### src/rtl/adc_pwm_table_reader.sv
// Avalon-MM read master that streams a word table from on-chip memory into a
// valid/ready stream, prefetching into a credit-controlled FIFO with optional looping.
module adc_pwm_table_reader #(
  parameter int ADDR_W       = 10,
  parameter int DATA_W       = 32,
  parameter int READ_LATENCY = 1,
  parameter int FIFO_DEPTH   = 4
) (
  input  logic              clk,
  input  logic              reset,
  input  logic              start,
  input  logic              stop,
  input  logic [ADDR_W-1:0] base_addr,
  input  logic [ADDR_W:0]   length,
  input  logic              loop_en,
  output logic              busy,
  output logic              done,
  output logic [ADDR_W-1:0] avm_address,
  output logic              avm_chipselect,
  output logic              avm_read,
  output logic [3:0]        avm_byteenable,
  input  logic [DATA_W-1:0] avm_readdata,
  output logic [DATA_W-1:0] out_data,
  output logic              out_valid,
  input  logic              out_ready
);

  localparam int PW = (FIFO_DEPTH > 1) ? $clog2(FIFO_DEPTH) : 1;
  localparam int CW = $clog2(FIFO_DEPTH + READ_LATENCY + 2) + 1;

  typedef enum logic [1:0] {S_IDLE, S_RUN, S_DRAIN, S_FLUSH} state_t;

  state_t            state_q, state_d;
  logic [ADDR_W-1:0] base_q, base_d;
  logic [ADDR_W-1:0] addr_q, addr_d;
  logic [ADDR_W:0]   len_q, len_d;
  logic [ADDR_W:0]   idx_q, idx_d;
  logic              loop_q, loop_d;
  logic              rd_q, rd_d;
  logic              done_q, done_d;
  logic [READ_LATENCY-1:0] pipe_q, pipe_d;
  logic [PW-1:0]     wr_ptr_q, wr_ptr_d;
  logic [PW-1:0]     rd_ptr_q, rd_ptr_d;
  logic [PW:0]       cnt_q, cnt_d;
  logic [DATA_W-1:0] fifo_mem [FIFO_DEPTH];

  logic [CW-1:0]     in_flight;
  logic [CW-1:0]     used;
  logic              active;
  logic              flush;
  logic              push;
  logic              pop;
  logic              credit;

  assign out_valid      = (cnt_q != '0);
  assign out_data       = out_valid ? fifo_mem[rd_ptr_q] : '0;
  assign busy           = (state_q != S_IDLE);
  assign done           = done_q;
  assign avm_read       = rd_q;
  assign avm_chipselect = rd_q;
  assign avm_address    = addr_q;
  assign avm_byteenable = 4'hF;

  // In-flight covers the registered request plus the latency pipe; a pop this
  // cycle frees its slot early so the stream keeps one word per cycle.
  always_comb begin
    in_flight = CW'(rd_q);
    for (int unsigned i = 0; i < READ_LATENCY; i++) begin
      in_flight = in_flight + CW'(pipe_q[i]);
    end
    active = (state_q == S_RUN) || (state_q == S_DRAIN);
    flush  = active && stop;
    push   = pipe_q[READ_LATENCY-1] && active && !stop;
    pop    = out_valid && out_ready;
    used   = CW'(cnt_q) - CW'(pop) + in_flight;
    credit = (used < CW'(FIFO_DEPTH));
  end

  always_comb begin
    state_d = state_q;
    base_d  = base_q;
    len_d   = len_q;
    loop_d  = loop_q;
    idx_d   = idx_q;
    addr_d  = addr_q;
    rd_d    = 1'b0;
    done_d  = 1'b0;

    pipe_d[0] = rd_q;
    for (int unsigned i = 1; i < READ_LATENCY; i++) begin
      pipe_d[i] = pipe_q[i-1];
    end

    case (state_q)
      S_IDLE: begin
        if (start && (length != '0)) begin
          base_d  = base_addr;
          len_d   = length;
          loop_d  = loop_en;
          idx_d   = '0;
          state_d = S_RUN;
        end
      end
      S_RUN: begin
        if (stop) begin
          state_d = S_FLUSH;
        end else if (credit) begin
          rd_d   = 1'b1;
          addr_d = base_q + idx_q[ADDR_W-1:0];
          if (idx_q == len_q - (ADDR_W+1)'(1)) begin
            idx_d = '0;
            if (!loop_q) begin
              state_d = S_DRAIN;
            end
          end else begin
            idx_d = idx_q + (ADDR_W+1)'(1);
          end
        end
      end
      S_DRAIN: begin
        if (stop) begin
          state_d = S_FLUSH;
        end else if ((in_flight == '0) && (cnt_q == '0)) begin
          done_d  = 1'b1;
          state_d = S_IDLE;
        end
      end
      S_FLUSH: begin
        if (in_flight == '0) begin
          state_d = S_IDLE;
        end
      end
      default: state_d = S_IDLE;
    endcase

    if (flush) begin
      wr_ptr_d = '0;
      rd_ptr_d = '0;
      cnt_d    = '0;
    end else begin
      wr_ptr_d = push ? wr_ptr_q + PW'(1) : wr_ptr_q;
      rd_ptr_d = pop  ? rd_ptr_q + PW'(1) : rd_ptr_q;
      cnt_d    = cnt_q + (PW+1)'(push) - (PW+1)'(pop);
    end
  end

  always_ff @(posedge clk or posedge reset) begin
    if (reset) begin
      state_q  <= S_IDLE;
      base_q   <= '0;
      len_q    <= '0;
      loop_q   <= 1'b0;
      idx_q    <= '0;
      addr_q   <= '0;
      rd_q     <= 1'b0;
      done_q   <= 1'b0;
      pipe_q   <= '0;
      wr_ptr_q <= '0;
      rd_ptr_q <= '0;
      cnt_q    <= '0;
    end else begin
      state_q  <= state_d;
      base_q   <= base_d;
      len_q    <= len_d;
      loop_q   <= loop_d;
      idx_q    <= idx_d;
      addr_q   <= addr_d;
      rd_q     <= rd_d;
      done_q   <= done_d;
      pipe_q   <= pipe_d;
      wr_ptr_q <= wr_ptr_d;
      rd_ptr_q <= rd_ptr_d;
      cnt_q    <= cnt_d;
    end
  end

  always_ff @(posedge clk) begin
    if (push) begin
      fifo_mem[wr_ptr_q] <= avm_readdata;
    end
  end

endmodule

### config.mk
export PLATFORM = sky130hd
export DESIGN_NAME = adc_pwm_table_reader
export DESIGN_NICKNAME = d
export VERILOG_FILES = /design/src/rtl/adc_pwm_table_reader.sv
export SDC_FILE = /design/constraint.sdc
export NUM_CORES = 1
export LEC_CHECK = 0
export ABC_AREA = 1
export CAP_MARGIN = 40
export CORE_AREA = 2 2 134 136
export DETAILED_ROUTE_END_ITERATION = 7
export DIE_AREA = 0 0 136 138
export GPL_ROUTABILITY_DRIVEN = 0
export MAX_ROUTING_LAYER = met4
export PLACE_DENSITY = 0.81
export SETUP_SLACK_MARGIN = 0.3
export SLEW_MARGIN = 10
export SYNTH_ARGS = -nofsm -noshare
export SYNTH_HDL_FRONTEND = slang
export SYNTH_SLANG_ARGS = --single-unit
### constraint.sdc
create_clock -name clk -period 3 [get_ports clk]
set_clock_uncertainty 0.15 [all_clocks]
set_input_delay 0.6 -clock clk [delete_from_list [all_inputs] [get_ports clk]]
set_output_delay 0.6 -clock clk [all_outputs]
set_load 0.02 [all_outputs]
==> results_dict.tcl <==
set metrics [dict create \
    track_usage_pct 20.3 \
    htree_levels 4 \
    synth.distinct_cells 40 \
    grt_max_degree 44 \
    combPwrFrac_pct 46.4 \
    reg2reg_slack_ps 350 \
    setup_tns_ps 0 \
    instances_no_fill 1196 \
    worst_hold_slack_ps 276 \
    die_area_mm2 0.0188 \
    clock-root-buffer "clkbuf_16" \
    holdPathStages 0 \
    synth-edff-count 128 \
    worst_slew_pin_slew_ps 507 \
    slowest_delay_ps 430 \
    cap_violations 0 \
    top_usage_layer "met2" \
    fp.dieH_um 138 \
    fin_crit_sh_pct 88.5 \
    hold-path-endpoint "pipe_q" \
    finalSetupViolations 0 \
    slew_violations 0 \
    crit_chain "buf_12 -> nor2_1 -> nor2_1 -> o21ai_0 -> a21oi_2 -> clkdlybuf4s15_2" \
    crit-reg2reg-launch "cnt_q[0]" \
    fp.coreArea_mm2 0.0175 \
    syn_inst 833 \
    timing.slew.headroom_pct 66.1 \
    start_kind "flip-flop" \
    power.share.sequential_pct 32.4 \
    intPower_mw 6.08 \
    cts_inserted_buffers 17 \
    synth_warnings 0 \
    io_pins 110 \
    total_power_mw 10.3 \
    grt_use_met3_pct 4.14 \
    worst_path_most_repeated_cell "nor2_1" \
    cts_tree "done" \
    design_area_mm2 0.0108 \
    first_pass_iters 6 \
    cp_slowest_cell "dfrtp_2" \
    ys_ff_latch 183 \
    clk_path_buf_depth 2 \
    grtUsageMet2_pct 33.2 \
    critPathMaxFanout 43 \
    fin_ws_ps 344 \
    final_common_cell "nor2_1" \
    cts_num_sinks 183 \
    viasPerCell 5.20 \
    grt_overflow 0 \
    syn_avg_cell_area_um2 10.3 \
    ant_nets 0 \
    net-switching-power_mw 4.25 \
    p_leak_nw 4.21 \
    clkLatencyLatePin_ps 440 \
    p_sw_share_pct 41.1 \
    cp-end-kind "primary output" \
    synthToLayoutAreaGrowth_pct 26.1 \
    dpl_cell_area_mm2 0.0101 \
    netlist_area_mm2 0.00854 \
    hp-start "avm_chipselect" \
    ir_drop_uv 489 \
    cts.clk_slew.worst_paths_ps 70 \
    fin_util_pct 61.4 \
    grt_pass1_vias 5905 \
    critical_path_class "reg -> out" \
    drive_above_1_share_pct 15.6 \
    hold_viol_final 0 \
    rsz0062_at_grt "true" \
    dp_cells 1158 \
    io_buffers 105 \
    fillers 1404 \
    synth-async-reset-ratio_pct 30.1 \
    hp-class "reg -> reg" \
    holdBufCountCts 0 \
    r2r_end "idx_q[6]" \
    grt_use_met1_pct 25.2 \
    vias 6219 \
    synth_top_flop_cell "edfxtp_1" \
    drc 0 \
    wl_um 18200 \
    powerDensity_mw_per_mm2 959 \
    dp_slack_ps -149 \
    clkPwrFrac_pct 21.2 \
    initial_core_util_pct 48.7 \
    fmax_mhz 377 \
    chipWidth_um 136 \
    hpwlAfterDp_um 11900 \
    status "finished clean" \
    rr_worst_depth 17 \
    antenna_found_initial 1 \
    drt_iter0_drc 481 \
    grt_pass1_wl_um 28600 \
    rows 49 \
    cp.required_ps 2250 \
    period_needed_ps 2660 \
    cp.arrival_ps 1910 \
    final_net_count 1041 \
    avgRoutedWirePerCell_um 15.2 \
    final_cell_mix "nor2_1, edfxtp_1, nand2_1" \
    ys_seq_area_share_pct 61.1 \
]
[logic make-up (layout without fill, tap and decap cells)]
kind of cell	count (synthesis)	count (layout)	share of synthesized area [%]
AO/OA/AOI/OAI	142	142	8.67
flip-flops	183	183	61.1
XOR/XNOR	18	18	1.85
other	1	5	0.0439
adder cells (fa/ha/maj)	29	29	4.42
buffers and inverters	104	234	4.91
multiplexers	18	18	2.37
AND/OR/NAND/NOR	338	338	16.6
[routing by layer]
metal,up-vias,share of wire [%]
met5,-,0
li1,3039,-
met3,19,6.1
met2,195,51
met1,2966,42
met4,0,1.3
[synth_stat cells, types with 6 or more instances]
library cell,count,area share [%]
edfxtp_1,128,45
nand3_1,27,1.6
nor2_2,7,0.51
o21ai_0,88,5.2
buf_1,6,0.26
nor2_1,170,7.5
inv_1,63,2.8
a21oi_1,44,2.6
inv_2,6,0.26
clkbuf_1,20,0.88
nand2_1,109,4.8
mux2_2,18,2.4
nor3_1,6,0.35
buf_4,7,0.62
dfrtp_1,55,16
xor2_1,8,0.82
xnor2_1,10,1.0
ha_1,27,4.0
[flip-flops by register name, summed over array words and instances, names as in the netlist, 2 cells and up]
register	cells
state_q	2
rd_ptr_q	2
base_q	10
len_q	11
fifo_mem	128
avm_address	10
wr_ptr_q	2
idx_q	11
cnt_q	3
[cell type report]
class,count,area [um2],share of cell area [%]
clock inverters,15,171,1.59
well taps,229,287,2.66
diodes,1,2.50,0.0232
flip-flops and latches,183,5230,48.5
multi-input cells,549,3050,28.4
clock buffers,17,425,3.95
inverters,69,274,2.54
repair buffers,133,1330,12.3
[timing repair]
item,in CTS,in global routing
setup endpoints to repair,52,52
setup buffers,2,3
pin swaps,0,14
resized for setup,45,70
[power by group through the flow]
stage                     registers (mW)  logic, mW  clock network [mW]
after floorplan                     3.39       2.96                   0
after global placement              3.39       4.62                   0
after detailed placement            3.40       4.73                   0
after CTS                           3.34       4.58                2.23
after global routing                3.39       5.26                2.33
final                               3.35       4.79                2.19
[critical path: cells and delay by family (launching register included)]
family	cells	cell delay, ps
AND/OR/NAND/NOR	2	150
buffers and inverters	2	530
flip-flops	1	430
AO/OA/AOI/OAI	2	350
[worst max path at each step]
stage / to / slack (ps) / cells past startpoint / start
floorplan: fifo_mem[0][0] / -180 / 4 / stop
global placement: avm_address[8] / -130 / 13 / out_ready
detailed placement: avm_address[2] / -150 / 13 / out_ready
CTS: out_data[31] / 280 / 5 / rd_ptr_q[0]
global route: idx_q[2] / 160 / 17 / cnt_q[0]
finish: out_data[22] / 340 / 6 / rd_ptr_q[0]
(Power assumes the default switching activity.)
